`config.mk`:
```
export PLATFORM = sky130hd
export DESIGN_NAME = usb_rx_param
export DESIGN_NICKNAME = d
export VERILOG_FILES = /design/src/rtl/usb_rx_param.sv
export SDC_FILE = /design/constraint.sdc
export NUM_CORES = 1
export LEC_CHECK = 0
export CELL_PAD_IN_SITES_DETAIL_PLACEMENT = 2
export CELL_PAD_IN_SITES_GLOBAL_PLACEMENT = 2
export CORE_MARGIN = 2
export CORE_UTILIZATION = 30
export DETAILED_ROUTE_END_ITERATION = 16
export HOLD_SLACK_MARGIN = 0.12
export PLACE_DENSITY_LB_ADDON = 0.1
export REMOVE_ABC_BUFFERS = 1
export SKIP_CTS_REPAIR_TIMING = 1
export SLEW_MARGIN = 20
export SYNTH_ARGS = -nofsm -noshare
export SYNTH_HDL_FRONTEND = slang
export SYNTH_SLANG_ARGS = --single-unit
export TNS_END_PERCENT = 30
```
`constraint.sdc`:
```
create_clock -name clk -period 2.9 [get_ports clk]
set_input_delay 0.58 -clock clk [delete_from_list [all_inputs] [get_ports clk]]
set_output_delay 0.58 -clock clk [all_outputs]
set_load 0.05 [all_outputs]
```
`src/rtl/usb_rx_param.sv`:
```
// USB full-speed packet receiver: line synchronisation, bit-timer recovery,
// NRZI decode, bit unstuffing, SYNC check, EOP detection, byte assembly and
// a configurable byte FIFO with exact occupancy count and sticky error flags.
module usb_rx_param #(
    parameter int         CLKS_PER_BIT = 8,
    parameter int         FIFO_DEPTH   = 8,
    parameter logic [7:0] SYNC_PATTERN = 8'h80
) (
    input  logic                          clk,
    input  logic                          n_rst,
    input  logic                          d_plus,
    input  logic                          d_minus,
    input  logic                          r_enable,
    output logic [7:0]                    r_data,
    output logic                          empty,
    output logic                          full,
    output logic [$clog2(FIFO_DEPTH):0]   count,
    output logic                          rcving,
    output logic                          r_error,
    output logic                          stuff_error,
    output logic                          overflow
);
    localparam int AW = $clog2(FIFO_DEPTH);
    localparam int CW = AW + 1;
    localparam int TW = $clog2(CLKS_PER_BIT);
    localparam logic [TW-1:0] TIMER_MAX = TW'(CLKS_PER_BIT - 1);
    localparam logic [TW-1:0] TIMER_MID = TW'(CLKS_PER_BIT / 2);
    // Idle J level for {d_plus, d_minus}
    localparam logic [1:0] LINE_J = 2'b10;

    typedef enum logic [2:0] {IDLE, SYNC, RECV, ERR_WAIT, EOP_WAIT} state_t;

    state_t          state_reg, state_next;
    logic [1:0]      line_raw, line_meta, line_sync;
    logic            dp_sync, dm_sync, dp_prev_reg;
    logic [TW-1:0]   timer_reg;
    logic [2:0]      bit_cnt_reg, ones_reg;
    logic [7:0]      shift_reg, new_byte;
    logic            last_reg;
    logic            wr_pending_reg;
    logic [7:0]      wr_byte_reg;
    logic [AW-1:0]   wr_ptr_reg, rd_ptr_reg;
    logic [CW-1:0]   count_reg;
    logic [7:0]      mem [FIFO_DEPTH];
    logic            r_error_reg, stuff_error_reg, overflow_reg;

    logic dp_edge, dp_fall, strobe, eop, j_seen, dec_bit, stuff_slot, start;
    logic set_err, set_stuff, push, ovf, do_rd, do_wr;

    assign line_raw = {d_plus, d_minus};

    genvar gi;
    generate
        for (gi = 0; gi < 2; gi++) begin : g_sync
            // Two-flop synchroniser per line, reset to the idle J level
            always_ff @(posedge clk or negedge n_rst) begin
                if (!n_rst) begin
                    line_meta[gi] <= LINE_J[gi];
                    line_sync[gi] <= LINE_J[gi];
                end else begin
                    line_meta[gi] <= line_raw[gi];
                    line_sync[gi] <= line_meta[gi];
                end
            end
        end
    endgenerate

    assign dp_sync    = line_sync[1];
    assign dm_sync    = line_sync[0];
    assign dp_edge    = dp_sync ^ dp_prev_reg;
    assign dp_fall    = dp_prev_reg & ~dp_sync;
    assign strobe     = (timer_reg == TIMER_MID);
    assign eop        = strobe & ~dp_sync & ~dm_sync;
    assign j_seen     = strobe & dp_sync & ~dm_sync;
    assign dec_bit    = (dp_sync == last_reg);
    assign stuff_slot = (ones_reg == 3'd6);
    assign new_byte   = {dec_bit, shift_reg[7:1]};
    assign rcving     = (state_reg != IDLE);
    assign start      = (state_reg == IDLE) && dp_fall;

    // Edge history of synced D+ and the bit timer, resynced on every D+ edge
    always_ff @(posedge clk or negedge n_rst) begin
        if (!n_rst) begin
            dp_prev_reg <= 1'b1;
            timer_reg   <= '0;
        end else begin
            dp_prev_reg <= dp_sync;
            if (start || (rcving && dp_edge) || timer_reg == TIMER_MAX)
                timer_reg <= '0;
            else
                timer_reg <= timer_reg + 1'b1;
        end
    end

    // FSM state register
    always_ff @(posedge clk or negedge n_rst) begin
        if (!n_rst) state_reg <= IDLE;
        else        state_reg <= state_next;
    end

    // Next-state logic and per-cycle event strobes; EOP has priority over data
    always_comb begin
        state_next = state_reg;
        set_err    = 1'b0;
        set_stuff  = 1'b0;
        push       = 1'b0;
        case (state_reg)
            IDLE: if (dp_fall) state_next = SYNC;
            SYNC: begin
                if (eop) begin
                    set_err    = 1'b1;
                    state_next = EOP_WAIT;
                end else if (strobe && bit_cnt_reg == 3'd7) begin
                    if (new_byte == SYNC_PATTERN) begin
                        state_next = RECV;
                    end else begin
                        set_err    = 1'b1;
                        state_next = ERR_WAIT;
                    end
                end
            end
            RECV: begin
                if (eop) begin
                    if (bit_cnt_reg != 3'd0) set_err = 1'b1;
                    state_next = EOP_WAIT;
                end else if (strobe) begin
                    if (stuff_slot) begin
                        if (dec_bit) begin
                            set_err    = 1'b1;
                            set_stuff  = 1'b1;
                            state_next = ERR_WAIT;
                        end
                    end else if (bit_cnt_reg == 3'd7) begin
                        push = 1'b1;
                    end
                end
            end
            ERR_WAIT: if (eop) state_next = EOP_WAIT;
            EOP_WAIT: if (j_seen) state_next = IDLE;
            default:  state_next = IDLE;
        endcase
    end

    // Bit-level datapath: NRZI history, ones run, shift register, bit count
    always_ff @(posedge clk or negedge n_rst) begin
        if (!n_rst) begin
            bit_cnt_reg <= '0;
            ones_reg    <= '0;
            last_reg    <= 1'b1;
            shift_reg   <= '0;
        end else if (start) begin
            bit_cnt_reg <= '0;
            ones_reg    <= '0;
            last_reg    <= 1'b1;
            shift_reg   <= '0;
        end else if (strobe && !eop && (state_reg == SYNC || state_reg == RECV)) begin
            last_reg <= dp_sync;
            if (state_reg == RECV && stuff_slot) begin
                ones_reg <= '0;
            end else begin
                // Saturate so an unusual SYNC pattern cannot wrap the run count
                ones_reg    <= dec_bit ? (stuff_slot ? ones_reg : ones_reg + 3'd1) : 3'd0;
                shift_reg   <= new_byte;
                bit_cnt_reg <= bit_cnt_reg + 3'd1;
            end
        end
    end

    // Completed byte is written to the FIFO one cycle after assembly
    always_ff @(posedge clk or negedge n_rst) begin
        if (!n_rst) begin
            wr_pending_reg <= 1'b0;
            wr_byte_reg    <= '0;
        end else begin
            wr_pending_reg <= push;
            if (push) wr_byte_reg <= new_byte;
        end
    end

    assign do_rd = r_enable && (count_reg != '0);
    assign do_wr = wr_pending_reg && (!full || do_rd);
    assign ovf   = wr_pending_reg && full && !r_enable;

    // Sticky packet flags, cleared only when the next packet starts
    always_ff @(posedge clk or negedge n_rst) begin
        if (!n_rst) begin
            r_error_reg     <= 1'b0;
            stuff_error_reg <= 1'b0;
            overflow_reg    <= 1'b0;
        end else if (start) begin
            r_error_reg     <= 1'b0;
            stuff_error_reg <= 1'b0;
            overflow_reg    <= 1'b0;
        end else begin
            if (set_err || ovf) r_error_reg     <= 1'b1;
            if (set_stuff)      stuff_error_reg <= 1'b1;
            if (ovf)            overflow_reg    <= 1'b1;
        end
    end

    // FIFO storage; contents are don't-care while empty
    always_ff @(posedge clk) begin
        if (do_wr) mem[wr_ptr_reg] <= wr_byte_reg;
    end

    // FIFO pointers and occupancy; power-of-two depth wraps naturally
    always_ff @(posedge clk or negedge n_rst) begin
        if (!n_rst) begin
            wr_ptr_reg <= '0;
            rd_ptr_reg <= '0;
            count_reg  <= '0;
        end else begin
            if (do_wr) wr_ptr_reg <= wr_ptr_reg + 1'b1;
            if (do_rd) rd_ptr_reg <= rd_ptr_reg + 1'b1;
            count_reg <= count_reg + CW'(do_wr) - CW'(do_rd);
        end
    end

    assign empty       = (count_reg == '0);
    assign full        = (count_reg == CW'(FIFO_DEPTH));
    assign count       = count_reg;
    assign r_data      = empty ? 8'h00 : mem[rd_ptr_reg];
    assign r_error     = r_error_reg;
    assign stuff_error = stuff_error_reg;
    assign overflow    = overflow_reg;
endmodule

```
==> impl_metrics.toml <==
[status]
status = "finished, final reports clean"

[setup_path]
cp_max_fo = 18
path_class = "flop to primary output"
rr_startpoint = "count[2]"
path_buf_inv = 2
required_ns = 2.32
cpMostUsedCell = "buf_4"
cp_num_cells = 5
r2r_setup_slack_ns = 0.48
slowest_stage = "mux4_2"
cp-start-kind = "flop"
startpoint = "rd_ptr_reg[0]"
worstPathCellList = "buf_4, mux4_2, mux2i_1, nor2_1, buf_4"
r2r-end = "count[1]"
critPathTopFamily = "multiplexers"
max_stage_delay_ns = 0.57
cp.arrival_ns = 2.08
worstRegToRegCells = 9
worst_setup_path_end_kind = "primary output"
crit_end = "r_data[1]"

[cts]
cts_tree = "yes"
cts_root_buf = "clkbuf_16"
insertion_delay_ns = 0.35
clock_path_buffers = 2
cts_buffers = 9
cts.sinks = 111
clk_pin_slew_ns = 0.08
cts_htree_levels = 3

[drt]
drt_iter0_markers = 150
dr.pass1.iters = 4
wl_mm = 10.8
drt-wirelength-per-cell_um = 18.1
via_per_inst = 4.74
vias = 2823
ant_nets = 0
drc_errors = 0

[timing]
tightest_slew_ns = 0.685
final.setup_skew_ns = 0.0106
slew_headroom_pct = 54.0
finalSetupViolations = 0
finalCritPeriodShare_pct = 91.7
rsz0062_at_grt = "no"
slew_violations = 0
fmax_mhz = 376
finalCriticalPeriod_ns = 2.66
finalHoldViolCount = 0
holdWs_ns = 0.354

[final_layout]
largest_reg_flops = 64
n_antenna_cell = 0
fill_cells = 1644
final_layout_size_suffix_gt1_share_pct = 21.4
multi_input_area_um2 = 1660
finalNonFillerCells = 595
nNetsFinal = 396
register_area_um2 = 3100
syn_to_final_growth_pct = 16.4

[global_route]
use_met3_pct = 2.08
gr-usage-met1_pct = 18.0
gr-total-overflow = 0
use_met2_pct = 21.5
top_usage_layer = "met2"
grt_usage_pct = 13.3
grt_pass1_vias = 3148
antenna_found_initial = 0
grt_max_degree = 25
grt_pass1_wl_mm = 17.7

[yosys]
ys_types = 54
netlist.area_leader.share_pct = 39.2
synthesis.area_um2 = 4900
syn-mean-instance-area_um2 = 14.5
netlist_top_cells_count = "edfxtp_1 (64), dfrtp_1 (43), nor2_1 (24)"
synth_flop_cell = "edfxtp_1"
synthTopCellsByArea = "edfxtp_1 (39%), dfrtp_1 (22%), mux4_2 (7.3%)"
synth-edff-count = 64
synthArstFlopShare_pct = 42.3
ys_seq_elements = 111
synth_seq_area_share_pct = 63.3
ys_warn_count = 0
yosysMostFrequentCell = "edfxtp_1"
netlist_instances = 339
yosys.area.top_type = "edfxtp_1"

[die]
die_w_um = 132
io_pins = 23
core_um2 = 15900
dieArea_um2 = 17400
die_h_um = 132
initial_core_util_pct = 30.8
num_rows = 46

[placed_design]
port_buffers = 22
place.gp.congestion = 0.744
dp.final_hpwl_mm = 7.64
placedCellCount = 578

[power]
power.total_mw = 4.76
cellPowerDensity_nw_per_um2 = 833
power_frac_seq_pct = 42.0
clkPwrFrac_pct = 25.1
p_sw_mw = 1.75
p_leak_nw = 2.11
p_int_mw = 3.01
switching_share_pct = 36.7
ir_drop_mv = 0.419
pwr-share-comb_pct = 32.9

[job]
cap_viol_max_count = 0

[hold_path]
min-delay-path-class = "flop to flop"
[metal layers]
layer,wire length [um],vias to the layer above
li1,-,1332
met4,161,0
met3,178,10
met2,5260,16
met1,5200,1465
met5,0,-
[per-stage QoR]
step	instance area, um2	TNS [ns]	worst slack (ns)	util (%)
after floorplan	4830	-22.20	-0.945	-
after global placement	5420	0	0.259	34.0
after detailed placement	5420	0	0.214	34.0
after CTS	5690	0	0.0849	35.7
after global routing	5710	0	0.120	35.8
final	5710	0	0.241	35.8
[worst min path at each step]
stage            startpoint             end  slack (ns)  depth (start not counted)
2_1_floorplan         n_rst  bit_cnt_reg[0]        0.28                          0
3_3_place_gp   line_meta[0]         dm_sync        0.34                          0
3_5_place_dp   line_meta[0]         dm_sync        0.34                          0
4_1_cts               n_rst    timer_reg[0]      -0.003                          1
5_1_grt        line_meta[1]         dp_sync        0.37                          0
6_report       line_meta[0]         dm_sync        0.35                          0
[worst register-to-register path: stages (launching register included)]
cell	delay [ns]
dfrtp_1	0.39
inv_1	0.10
ha_1	0.17
nor3b_4	0.53
nor2_1	0.16
o21ai_0	0.20
ha_1	0.19
inv_1	0.06
fa_1	0.48
inv_1	0.04
[kinds of logic (layout without fill, tap and decap cells)]
family | after synthesis | in the layout | share of synthesized area (%)
flops | 111 | 111 | 63.3
simple gates | 81 | 81 | 9.01
compound gates | 53 | 53 | 7.20
mux | 35 | 35 | 11.5
buf+inv | 34 | 74 | 3.11
fa+ha+maj | 18 | 18 | 4.70
xor+xnor | 7 | 7 | 1.25
[cells in the final DEF, fill, tap and decap left out, drive strengths merged, types with 3 or more instances in the layout]
master	instances
edfxtp	64
dfrtp	43
buf	26
nor2	24
inv	24
mux4	16
ha	16
o21ai	15
a21oi	13
nand2	12
nand3	11
clkdlybuf4s50	11
mux2i	10
mux2	9
clkbuf	9
nand2b	9
nor3	7
xnor2	4
a31oi	4
dfstp	4
and2	3
xor2	3
o211ai	3
o31ai	3
nor3b	3
[area by class of cell]
class | instances | area share, %
inverter | 20 | 1.31
timing repair buffer | 38 | 5.70
clock inverter | 7 | 0.899
sequential | 111 | 54.4
clock buffer | 9 | 3.94
multi-input combinational | 194 | 29.1
tap | 216 | 4.73
[power by group through the flow]
stage                     Clock, mW  Combinational (mW)  Sequential [mW]
after global placement            0                1.58             2.02
after floorplan                   0               0.872             2.20
final                          1.20                1.56             2.00
after detailed placement          0                1.60             2.03
after CTS                      1.24                1.61             2.00
after global routing           1.28                1.73             2.03
No activity file was read; power rests on OpenSTA's default activity.
